$ cat config.mk
export PLATFORM = sky130hd
export DESIGN_NAME = pixel_fb_writer
export DESIGN_NICKNAME = d
export VERILOG_FILES = /design/src/rtl/pixel_fb_writer.sv
export SDC_FILE = /design/constraint.sdc
export NUM_CORES = 1
export LEC_CHECK = 0
export CAP_MARGIN = 30
export CORE_ASPECT_RATIO = 1.1
export CORE_MARGIN = 5
export CORE_UTILIZATION = 40
export CTS_CLUSTER_SIZE = 8
export DETAILED_ROUTE_END_ITERATION = 16
export GPL_ROUTABILITY_DRIVEN = 0
export HOLD_SLACK_MARGIN = 0.12
export SLEW_MARGIN = 20
export SYNTH_ARGS = -nofsm -noshare
export SYNTH_HDL_FRONTEND = slang
export SYNTH_SLANG_ARGS = --single-unit
$ cat constraint.sdc
create_clock -name clk -period 4 [get_ports clk]
set_input_delay 0.6 -clock clk [delete_from_list [all_inputs] [get_ports clk]]
set_output_delay 0.6 -clock clk [all_outputs]
set_load 0.005 [all_outputs]
$ cat src/rtl/pixel_fb_writer.sv
// Plots a clipped (x,y,ink) pixel stream into a 1-bpp byte-wide framebuffer RAM
// using read-modify-write, with a 4-entry input FIFO and a flush handshake.
module pixel_fb_writer #(
   parameter int unsigned FB_W   = 64,
   parameter int unsigned FB_H   = 64,
   parameter int unsigned ADDR_W = 9
) (
   input  logic              clk,
   input  logic              rst,
   input  logic [7:0]        x_in,
   input  logic [7:0]        y_in,
   input  logic              ink_in,
   input  logic              pixel_valid,
   output logic              pixel_ready,
   input  logic              shape_done,
   output logic [ADDR_W-1:0] mem_addr,
   output logic              mem_rd_en,
   input  logic [7:0]        mem_rdata,
   output logic              mem_wr_en,
   output logic [7:0]        mem_wdata,
   output logic              busy,
   output logic              flush_done,
   output logic              overflow,
   output logic [7:0]        clip_count
);

   localparam int unsigned DEPTH     = 4;
   localparam int unsigned PTR_W     = 2;
   localparam int unsigned CNT_W     = 3;
   localparam int unsigned ENT_W     = 17;
   localparam int unsigned ROW_BYTES = FB_W / 8;

   typedef enum logic [1:0] {S_IDLE, S_RD, S_WAIT, S_WR} state_t;

   state_t             state;
   logic [ENT_W-1:0]   fifo [DEPTH];
   logic [PTR_W-1:0]   wr_ptr;
   logic [PTR_W-1:0]   rd_ptr;
   logic [CNT_W-1:0]   count;
   logic [CNT_W-1:0]   count_nxt;
   logic               in_win;
   logic               full;
   logic               push;
   logic               pop;
   logic [ENT_W-1:0]   head;
   logic [ADDR_W-1:0]  head_addr;
   logic [2:0]         bit_idx;
   logic               ink;
   logic               pending;
   logic [7:0]         mod_byte;

   // Entry layout: {x[7:0], y[7:0], ink}; a pop frees a slot for a same-cycle push.
   always_comb begin
      in_win    = (32'(x_in) < FB_W) && (32'(y_in) < FB_H);
      full      = (count == CNT_W'(DEPTH));
      pop       = (state == S_IDLE) && (count != '0);
      push      = pixel_valid && in_win && (!full || pop);
      count_nxt = count + CNT_W'(push) - CNT_W'(pop);
      head      = fifo[rd_ptr];
      head_addr = ADDR_W'(32'(head[8:1]) * ROW_BYTES + 32'(head[16:12]));
      mod_byte  = mem_rdata;
      mod_byte[bit_idx] = ink;
   end

   always_ff @(posedge clk) begin
      if (push) fifo[wr_ptr] <= {x_in, y_in, ink_in};
   end

   always_ff @(posedge clk) begin
      if (rst) begin
         state       <= S_IDLE;
         wr_ptr      <= '0;
         rd_ptr      <= '0;
         count       <= '0;
         pixel_ready <= 1'b1;
         busy        <= 1'b0;
         overflow    <= 1'b0;
         clip_count  <= '0;
         flush_done  <= 1'b0;
         pending     <= 1'b0;
         mem_addr    <= '0;
         mem_rd_en   <= 1'b0;
         mem_wr_en   <= 1'b0;
         mem_wdata   <= '0;
         bit_idx     <= '0;
         ink         <= 1'b0;
      end else begin
         count       <= count_nxt;
         pixel_ready <= (count_nxt != CNT_W'(DEPTH));
         busy        <= (count_nxt != '0) || pop || (state == S_RD) || (state == S_WAIT);
         if (push) wr_ptr <= wr_ptr + PTR_W'(1);
         if (pop)  rd_ptr <= rd_ptr + PTR_W'(1);
         if (pixel_valid && in_win && !push) overflow <= 1'b1;
         if (pixel_valid && !in_win && (clip_count != 8'hFF))
            clip_count <= clip_count + 8'd1;

         // Done is deferred until nothing is queued, in flight, or arriving.
         flush_done <= 1'b0;
         if (pending && (count == '0) && (state == S_IDLE) && !push) begin
            flush_done <= 1'b1;
            pending    <= 1'b0;
         end else if (shape_done) begin
            pending <= 1'b1;
         end

         case (state)
            S_IDLE: begin
               if (pop) begin
                  mem_addr  <= head_addr;
                  bit_idx   <= head[11:9];
                  ink       <= head[0];
                  mem_rd_en <= 1'b1;
                  state     <= S_RD;
               end
            end
            S_RD: begin
               mem_rd_en <= 1'b0;
               state     <= S_WAIT;
            end
            S_WAIT: begin
               mem_wdata <= mod_byte;
               mem_wr_en <= 1'b1;
               state     <= S_WR;
            end
            S_WR: begin
               mem_wr_en <= 1'b0;
               mem_wdata <= '0;
               state     <= S_IDLE;
            end
            default: state <= S_IDLE;
         endcase
      end
   end

endmodule

==> results of run 1 <==
critical path, delay by kind of cell:
| family | cells | cell delay, ns |
|---|---|---|
| buffers and inverters | 3 | 0.68 |
| xor gates and xnor gates | 2 | 0.34 |
| and+or+nand+nor | 2 | 0.76 |
| adders and majority gates | 3 | 0.85 |
| AOI/OAI and AO/OA | 1 | 0.13 |
Yosys cell counts (3+ instances only):
library cell	instances
a211oi_1	13
ha_1	13
mux2i_1	8
clkbuf_1	12
nor3_1	3
xor2_1	4
dfxtp_1	47
nor2b_1	3
xnor2_1	8
inv_1	13
edfxtp_1	60
mux4_2	14
nor2_1	35
a21oi_1	14
buf_2	4
nand3_1	6
and2_1	4
nand2_1	29
nand3b_1	4
cells in the final DEF (no fill, tap or decap), types with 8 or more instances in the layout:
cell | Yosys | final
xnor2_1 | 8 | 8
mux2i_1 | 8 | 8
edfxtp_1 | 60 | 60
mux4_2 | 14 | 14
buf_4 | 1 | 9
nand2_1 | 29 | 29
inv_1 | 13 | 13
clkbuf_16 | 0 | 9
dfxtp_1 | 47 | 47
a21oi_1 | 14 | 14
a211oi_1 | 13 | 13
nor2_1 | 35 | 35
ha_1 | 13 | 13
clkdlybuf4s50_1 | 0 | 59
registers in the layout (all words and copies together), names as in the netlist, named ones only:
register	cells
bit_idx	3
busy	1
clip_count	8
count	3
fifo	60
flush_done	1
ink	1
mem_addr	9
mem_rd_en	1
mem_wdata	8
mem_wr_en	1
overflow	1
pending	1
pixel_ready	1
rd_ptr	2
state	2
wr_ptr	2
worst max-delay path by stage:
stage                        from  slack, ns               to
after CTS                 x_in[6]       0.78  busy$_SDFF_PP0_
after detailed placement  x_in[6]       0.42  busy$_SDFF_PP0_
after global placement    x_in[6]       0.53  busy$_SDFF_PP0_
after global routing      x_in[6]       0.59  busy$_SDFF_PP0_
after floorplan           x_in[7]       1.29  busy$_SDFF_PP0_
final                     x_in[6]       0.81  busy$_SDFF_PP0_
layer usage:
metal	part of all wire (%)	GRT usage, %	wire [µm]
met5	0	0	0
met4	2.2	5.85	184
met3	5.1	3.66	425
met2	49	22.3	4090
met1	44	16.7	3640
per-stage QoR:
| stage | setup WS [ns] | area, µm² | power, mW |
|---|---|---|---|
| after detailed placement | 0.422 | 5140 | 2.41 |
| after global routing | 0.588 | 5440 | 3.47 |
| after floorplan | 1.29 | 4380 | 2.06 |
| after CTS | 0.784 | 5440 | 3.30 |
| final | 0.809 | 5440 | 3.26 |
| after global placement | 0.526 | 5140 | 2.39 |
power groups by stage:
| stage | Combinational, mW | Sequential (mW) | Clock [mW] |
|---|---|---|---|
| CTS | 0.953 | 1.44 | 0.912 |
| detailed placement | 0.948 | 1.46 | 0 |
| global placement | 0.930 | 1.46 | 0 |
| floorplan | 0.667 | 1.39 | 0 |
| global route | 1.05 | 1.46 | 0.964 |
| finish | 0.934 | 1.43 | 0.894 |
cell families after synthesis:
group           synth area share, %
simple gates                   10.4
buf+inv                        3.03
flops                          62.6
fa+ha+maj                      4.62
mux                            9.87
compound gates                 7.11
xor+xnor                       2.40
cell type report:
| cell class | instances | area share, % |
|---|---|---|
| Sequential cell | 107 | 50.4 |
| Multi-Input combinational cell | 185 | 27.7 |
| Timing Repair Buffer | 68 | 12.1 |
| Inverter | 13 | 0.896 |
| Clock buffer | 9 | 4.14 |
| Clock inverter | 7 | 1.40 |
| Tap cell | 147 | 3.38 |
==> results.cfg, run 1 <==
[grt]
grtUsageTotal_pct = 13.6
grt_pass1_wl_mm = 13.4
grt_max_degree = 24
gr-total-overflow = 0
antenna_found_initial = 0
grt_pass1_vias = 2572

[critical_path]
crit_required_ns = 4.18
worstReg2RegEnd = busy$_SDFF_PP0_
max_stage_delay_ns = 0.54
reg2regPathDepth = 12
crit_type = input pin to flip-flop
arrival_ns = 3.37
worstPathCellList = clkdlybuf4s50_1 -> nor4_1 -> and3b_1 -> inv_1 -> ha_1 -> inv_1 -> ha_1 -> fa_1 -> xnor2_1 -> xnor2_1 -> a41oi_1
crit_path_start_kind = input pin
endpoint_kind = flip-flop
rrSetupSlack_ns = 1.04
reg2reg_from = state[0]$_SDFFE_PP0P_
cp_slowest_cell = clkdlybuf4s50_1
worst-path-max-fanout = 9

[yosys]
netlist_instances = 323
ys_seq_area_share_pct = 62.6
async_flop_share_pct = 0
synth_top_area_share_pct = 41.1
yosys.area.top_type = edfxtp_1
avgSynthCellArea_um2 = 13.6
synth_edf_count = 60
syn_area_um2 = 4380
syn_nets = 367
synth_cell_types = 45
ys_seq_elements = 107
ys_warn_count = 0
synthFlopType = edfxtp_1
synth_area_leaders = edfxtp_1, dfxtp_1, mux4_2

[die]
initial_utilization_pct = 40.6
row_count = 40
core_area_um2 = 10800
ioPinCount = 60
dieArea_um2 = 13200
dieWidth_um = 110
dieHeight_um = 120

[timing]
timing.hold.ws_ns = 0.461
finalHoldViolations = 0
drv_slew = 0
fmaxAchievable_mhz = 313
fin_crit_sh_pct = 79.8
rsz0062_at_grt = false
worst_pin_slew_ns = 0.858
setup_viol = 0
tns_ns = 0
finalCriticalPeriod_ns = 3.19
fin_skew_ns = 0.00612
max-slew-margin-rel_pct = 42.6

[cells_and_area]
multi_input_area_um2 = 1510
drive_gt1_share_pct = 12.3
fin_cells = 536
final_core_util_pct = 50.4
syn_to_final_growth_pct = 24.2
ff_latch_area_um2 = 2740
insertedDiodeCount = 0
layout.nets = 428
fillerInstances = 957

[cts]
clock-sinks = 107
post-cts-setup-buffer-count = 0
cts.htree.levels = 3
cts_buffer_depth = 2
ctsRootBufferMaster = clkbuf_16
cts-resized-gates = 0
ctsHoldBuffers = 0
cts_tree = yes
path_clk_slew_ns = 0.07
worstSkewPairLatency_ns = 0.34
cts_buffers = 9

[detailed_routing]
drtIter0Drc = 71
wl_mm = 8.34
antenna_left = 0
first_pass_iters = 4
wl_per_cell_um = 15.6
vias = 2611
vias_per_cell = 4.87
drc = 0

[flow_run]
maxCapViolations = 0

[hold_path]
min-delay-start = mem_addr[0]$_SDFFE_PP0P_
holdPathEnd = mem_addr[0]$_SDFFE_PP0P_
holdPathStages = 2
hold_path.class = flip-flop to flip-flop

[placed_design]
hpwl_mm = 5.81
place.port_buffers = 59
place_inst = 520

[power_and_ir_drop]
swShare_pct = 30.4
pwr-share-clk_pct = 27.4
seqPwrFrac_pct = 43.9
switchingPower_mw = 0.990
p_int_mw = 2.27
p_leak_nw = 1.86
powerDensity_nw_per_um2 = 599
share_comb_of_total_power_pct = 28.7
peakVddDrop_v = 0.000264

[run_status]
outcome = complete, no violations
No activity file was read; power rests on OpenSTA's default activity.
==> run 2, diff against run 1 <==
- clock period: 4 -> 2.9 ns (I/O delays scaled with it)
==> run 2 against run 1 <==
  * Critical path depth increased by 1
  * First-iteration DRC count increased by 59%
  * Final cell count increased by 1.3%
  * Hold slack got worse by 0.0027 ns
  * Register-to-register slack got worse by 0.83 ns
  * Clock-buffer cell count increased by 2
  * Global-route usage increased by 0.31 points
  * Sequential power increased by 37%
  * Power increased by 38%
  * Highest routed layer unchanged
==> results.cfg, run 2 (synthesis results as in run 1) <==
[run_status]
outcome = complete, no violations

[die]
dieArea_um2 = 13200
core_area_um2 = 10800
ioPinCount = 60
dieHeight_um = 120
dieWidth_um = 110
row_count = 40
initial_utilization_pct = 40.6

[cells_and_area]
top_register = fifo
final_common_cell = edfxtp_1
drive_gt1_share_pct = 13.4
layout.nets = 435
insertedDiodeCount = 0
final_core_util_pct = 50.8
syn_to_final_growth_pct = 25.1
mostFrequentLayoutCells = edfxtp_1, clkdlybuf4s50_1, dfxtp_1
reg_top3 = fifo x60, mem_addr x9
fillerInstances = 975
largest_reg_flops = 60

[timing]
setup_viol = 0
finalCriticalPeriod_ns = 2.72
max-slew-margin-rel_pct = 57.7
fin_crit_sh_pct = 94.0
finalHoldViolations = 0
worst_pin_slew_ns = 0.634
drv_slew = 0
rsz0062_at_grt = false
fmaxAchievable_mhz = 367
fin_skew_ns = 0.00504

[critical_path]
cp_slowest_cell = clkdlybuf4s50_1
crit_family = adder cells
crit_type = input pin to flip-flop
reg2regPathDepth = 13
worstPathCellList = clkdlybuf4s50_1 -> nor4_1 -> and3b_1 -> inv_1 -> ha_1 -> inv_1 -> ha_1 -> fa_1 -> xnor2_1 -> xnor2_1 -> nor2_1 -> nand2_1
arrival_ns = 2.95
max_stage_delay_ns = 0.48
endpoint_kind = flip-flop
crit_path_start_kind = input pin
worst-path-max-fanout = 2
worst-path-stages = 12
crit_required_ns = 3.13
crit_buf_inv = 3

[placed_design]
hpwl_mm = 5.85
place.port_buffers = 59

[power_and_ir_drop]
p_int_mw = 3.14
pwr-share-clk_pct = 26.3
powerDensity_nw_per_um2 = 818
switchingPower_mw = 1.34
p_leak_nw = 1.90
seqPwrFrac_pct = 43.7
peakVddDrop_v = 0.000344
share_comb_of_total_power_pct = 30.0
swShare_pct = 30.0
total_power_mw = 4.49

[grt]
gr-total-overflow = 0
grt_pass1_wl_mm = 13.8
grtUsageTotal_pct = 13.9
antenna_found_initial = 0
grt_pass1_vias = 2700
grt_max_degree = 21

[cts]
post-cts-setup-buffer-count = 0
worstSkewPairLatency_ns = 0.34
clock-sinks = 107
cts_buffers = 9
ctsRootBufferMaster = clkbuf_16
ctsHoldBuffers = 0
path_clk_slew_ns = 0.07
cts_buffer_depth = 2
cts_tree = yes
cts.htree.levels = 3

[detailed_routing]
drc = 0
wl_per_cell_um = 15.7
first_pass_iters = 4
antenna_left = 0
wl_mm = 8.52
drtIter0Drc = 113
vias = 2650
vias_per_cell = 4.88

[hold_path]
hold_path.class = flip-flop to flip-flop
holdPathStages = 2

[flow_run]
maxCapViolations = 0
run 2: cell count changes in the layout (fill, tap and decap cells not counted):
cell / change
buf_4: +7
clkbuf_1: +2
clkinv_1: +1
clkinv_2: +1
clkinv_4: -1
clkinvlp_4: -2
inv_6: -1
nor4b_1: -1
nor4b_2: +1
run 2: worst reg2reg max path: cells and delay by family, from the launching register on:
kind | cells | cell delay, ns
simple gates | 4 | 0.74
flops | 1 | 0.38
xor+xnor | 2 | 0.29
fa+ha+maj | 4 | 0.99
buf+inv | 3 | 0.20
run 2: power groups by stage:
stage          combinational [mW]  clock, mW  sequential [mW]
6_report                     1.34       1.18             1.96
2_1_floorplan               0.920          0             1.92
3_5_place_dp                 1.36          0             1.99
5_1_grt                      1.51       1.29             2.00
4_1_cts                      1.36       1.22             1.96
3_3_place_gp                 1.32          0             1.99
run 2: cell type report:
type / count / area, µm² / area share (%)
repair buffers: 75 / 711 / 13.0
inverters: 13 / 48.8 / 0.889
multi-input cells: 185 / 1520 / 27.6
flip-flops and latches: 107 / 2740 / 50.0
clock buffers: 11 / 233 / 4.24
well taps: 147 / 184 / 3.35
clock inverters: 5 / 52.6 / 0.958
run 2: metal layers:
metal  track usage [%]  share of wire [%]  vias to the layer above  routed length (µm)
li1                  -                  -                     1310                   -
met1              17.8                 44                     1278                3770
met2              22.5                 50                       51                4240
met3              2.42                4.2                       11                 357
met4              6.94                1.8                        0                 156
met5                 0                  0                        -                   0
run 2: worst paths after layout:
check / from / end / slack (ns)
setup / recovery: x_in[7] / pixel_ready$_SDFF_PP1_ / 0.18
hold / removal: mem_addr[2]$_SDFFE_PP0P_ / mem_addr[2]$_SDFFE_PP0P_ / 0.46
setup reg to reg: state[0]$_SDFFE_PP0P_ / pixel_ready$_SDFF_PP1_ / 0.21
hold reg to reg: mem_addr[2]$_SDFFE_PP0P_ / mem_addr[2]$_SDFFE_PP0P_ / 0.46
run 2: through the flow:
| step | instance area [µm²] | instances | hold slack [ns] | worst slack [ns] | TNS [ns] |
|---|---|---|---|---|---|
| floorplan | 4380 | 323 | 0.428 | 0.270 | 0 |
| global placement | 5190 | 527 | 0.444 | -0.0887 | -0.163 |
| detailed placement | 5190 | 527 | 0.449 | -0.154 | -0.385 |
| CTS | 5480 | 543 | 0.459 | 0.110 | 0 |
| global route | 5490 | 543 | 0.484 | 0.0268 | 0 |
| finish | 5490 | 543 | 0.458 | 0.175 | 0 |
run 2: timing repair:
item | CTS | global route
gates resized for setup | 0 | 1
endpoints found under the setup margin | 0 | 2
hold endpoints to repair | 0 | 0
==> run 3, diff against run 2 <==
- CTS_CLUSTER_SIZE: 8 -> 28
- DONT_BUFFER_PORTS: default -> 1
==> run 3 against run 2 <==
  * Core utilization fell by 5.2 points
  * First-iteration DRC count fell by 18%
  * Global-route usage fell by 0.71 points
  * Non-clock buffer count fell by 65
  * Wire length fell by 3.3%
  * Critical path depth did not move
  * Fmax rose by 1.7%
  * Largest cell class unchanged
  * Clock power rose by 14%
  * Largest power group unchanged
  * Worst setup slack improved by 0.045 ns
  * Final cell count fell by 12%
  * Power fell by 1.7%
  * Register-to-register slack barely moved
==> results.cfg, run 3 (synthesis results as in run 1) <==
[critical_path]
startpoint = state[0]$_SDFFE_PP0P_
endpoint_kind = flip-flop
crit_type = flip-flop to flip-flop
arrival_ns = 2.89
max_stage_delay_ns = 0.42
reg2reg_from = state[0]$_SDFFE_PP0P_
cp_slowest_cell = fa_1
worstPathCellList = inv_1 -> ha_2 -> nor4b_2 -> and3b_1 -> inv_1 -> ha_1 -> inv_1 -> ha_1 -> fa_1 -> xnor2_2 -> xnor2_1 -> a41oi_1
worstReg2RegEnd = busy$_SDFF_PP0_
crit_required_ns = 3.11
critPathMostFrequentCell = inv_1
reg2regPathDepth = 12
crit_path_start_kind = flip-flop
rrSetupSlack_ns = 0.22
worst-path-max-fanout = 5

[placed_design]
hpwl_mm = 5.66
place.port_buffers = 0
post-place-ws_ns = 0.164
place_inst = 461
placed_area_um2 = 4560

[cts]
ctsHoldBuffers = 0
cts.htree.levels = 3
cts_buffer_depth = 2
clock-sinks = 107
path_clk_slew_ns = 0.07
cts_tree = yes
ctsRootBufferMaster = clkbuf_16
cts_buffers = 9
worstSkewPairLatency_ns = 0.34

[timing]
drv_slew = 0
max-slew-margin-rel_pct = 44.9
setup_ws_ns = 0.220
fmaxAchievable_mhz = 373
tns_ns = 0
finalCriticalPeriod_ns = 2.68
rsz0062_at_grt = false
setup_viol = 0
finalHoldViolations = 0
fin_crit_sh_pct = 92.4
timing.hold.ws_ns = 0.152
fin_skew_ns = 0.00709
worst_pin_slew_ns = 0.826

[grt]
grt_pass1_vias = 2440
grtUsageTotal_pct = 13.2
grt_max_degree = 40
grt_pass1_wl_mm = 13.0
antenna_found_initial = 0
gr-total-overflow = 0

[detailed_routing]
vias_per_cell = 4.96
wl_per_cell_um = 17.2
vias = 2369
wl_mm = 8.24
first_pass_iters = 4
drtIter0Drc = 93
drc = 0
antenna_left = 0

[cells_and_area]
final_common_cell = edfxtp_1
fin_cells = 478
final_core_util_pct = 45.5
ff_latch_area_um2 = 2750
layout.nets = 370
top_register = fifo
reg_top3 = fifo x60, mem_addr x9
syn_to_final_growth_pct = 12.3
largest_reg_flops = 60
drive_gt1_share_pct = 16.3
mostFrequentLayoutCells = edfxtp_1, dfxtp_1, nor2_1
multi_input_area_um2 = 1530
design_area_um2 = 4920
fillerInstances = 993
insertedDiodeCount = 0

[hold_path]
holdPathStages = 1
hold_path.class = input pin to flip-flop
holdPathEnd = state[1]$_SDFFE_PP0P_
min-delay-start = rst

[flow_run]
maxCapViolations = 0

[die]
initial_utilization_pct = 40.6
ioPinCount = 60
core_area_um2 = 10800
dieWidth_um = 110
dieArea_um2 = 13200
dieHeight_um = 120
row_count = 40

[power_and_ir_drop]
seqPwrFrac_pct = 45.4
powerDensity_nw_per_um2 = 896
share_comb_of_total_power_pct = 24.1
pwr-share-clk_pct = 30.6
swShare_pct = 30.4
p_leak_nw = 1.69
switchingPower_mw = 1.34
peakVddDrop_v = 0.000395
p_int_mw = 3.07
total_power_mw = 4.41

[run_status]
outcome = complete, no violations
[run 3: cell types whose count changed in the layout (fill, tap and decap cells not counted), moves of 2 or more]
| cell | before | now |
|---|---|---|
| inv_6 | 1 | 3 |
| dfxtp_1 | 47 | 45 |
| dfxtp_2 | 0 | 2 |
| clkbuf_1 | 2 | 0 |
| clkdlybuf4s50_1 | 59 | 0 |
| buf_4 | 16 | 9 |
[run 3: final cells by class]
type | count | area share, %
repair buffers | 10 | 1.78
clock buffers | 9 | 4.58
flip-flops and latches | 107 | 55.8
multi-input cells | 185 | 31.0
well taps | 147 | 3.74
inverters | 13 | 0.991
clock inverters | 7 | 2.16
[run 3: power groups by stage]
stage	Sequential (mW)	Clock [mW]	Combinational (mW)
after detailed placement	2.04	0	1.05
after CTS	2.00	1.37	1.05
after global placement	2.03	0	1.03
after global routing	2.04	1.43	1.21
after floorplan	1.92	0	0.920
final	2.00	1.35	1.06
[run 3: worst max-delay path: cells and delay by family, from the launching register on]
family,cells,cell delay (ns)
simple gates,2,0.55
buf+inv,3,0.20
xor+xnor,2,0.36
flops,1,0.35
compound gates,1,0.15
fa+ha+maj,4,0.95
[run 3: how the worst max path moves through the flow]
stage | to | slack, ns | cells past startpoint
finish | busy$_SDFF_PP0_ | 0.22 | 12
global route | busy$_SDFF_PP0_ | 0.04 | 12
CTS | busy$_SDFF_PP0_ | 0.12 | 12
detailed placement | busy$_SDFF_PP0_ | 0.16 | 12
global placement | busy$_SDFF_PP0_ | 0.29 | 12
floorplan | busy$_SDFF_PP0_ | 0.27 | 13
[run 3: layer usage]
metal | share of wire (%) | global-route usage (%) | up-vias
met5 | 0 | 0 | -
met4 | 2.0 | 5.61 | 0
met3 | 7.1 | 4.41 | 11
met2 | 49 | 21.5 | 45
met1 | 42 | 15.8 | 1132
li1 | - | - | 1181
[run 3: what timing repair did]
action / in CTS / in global routing
resized for setup: 0 / 5
setup endpoints to repair: 0 / 3
buffers inserted: 0 / 1
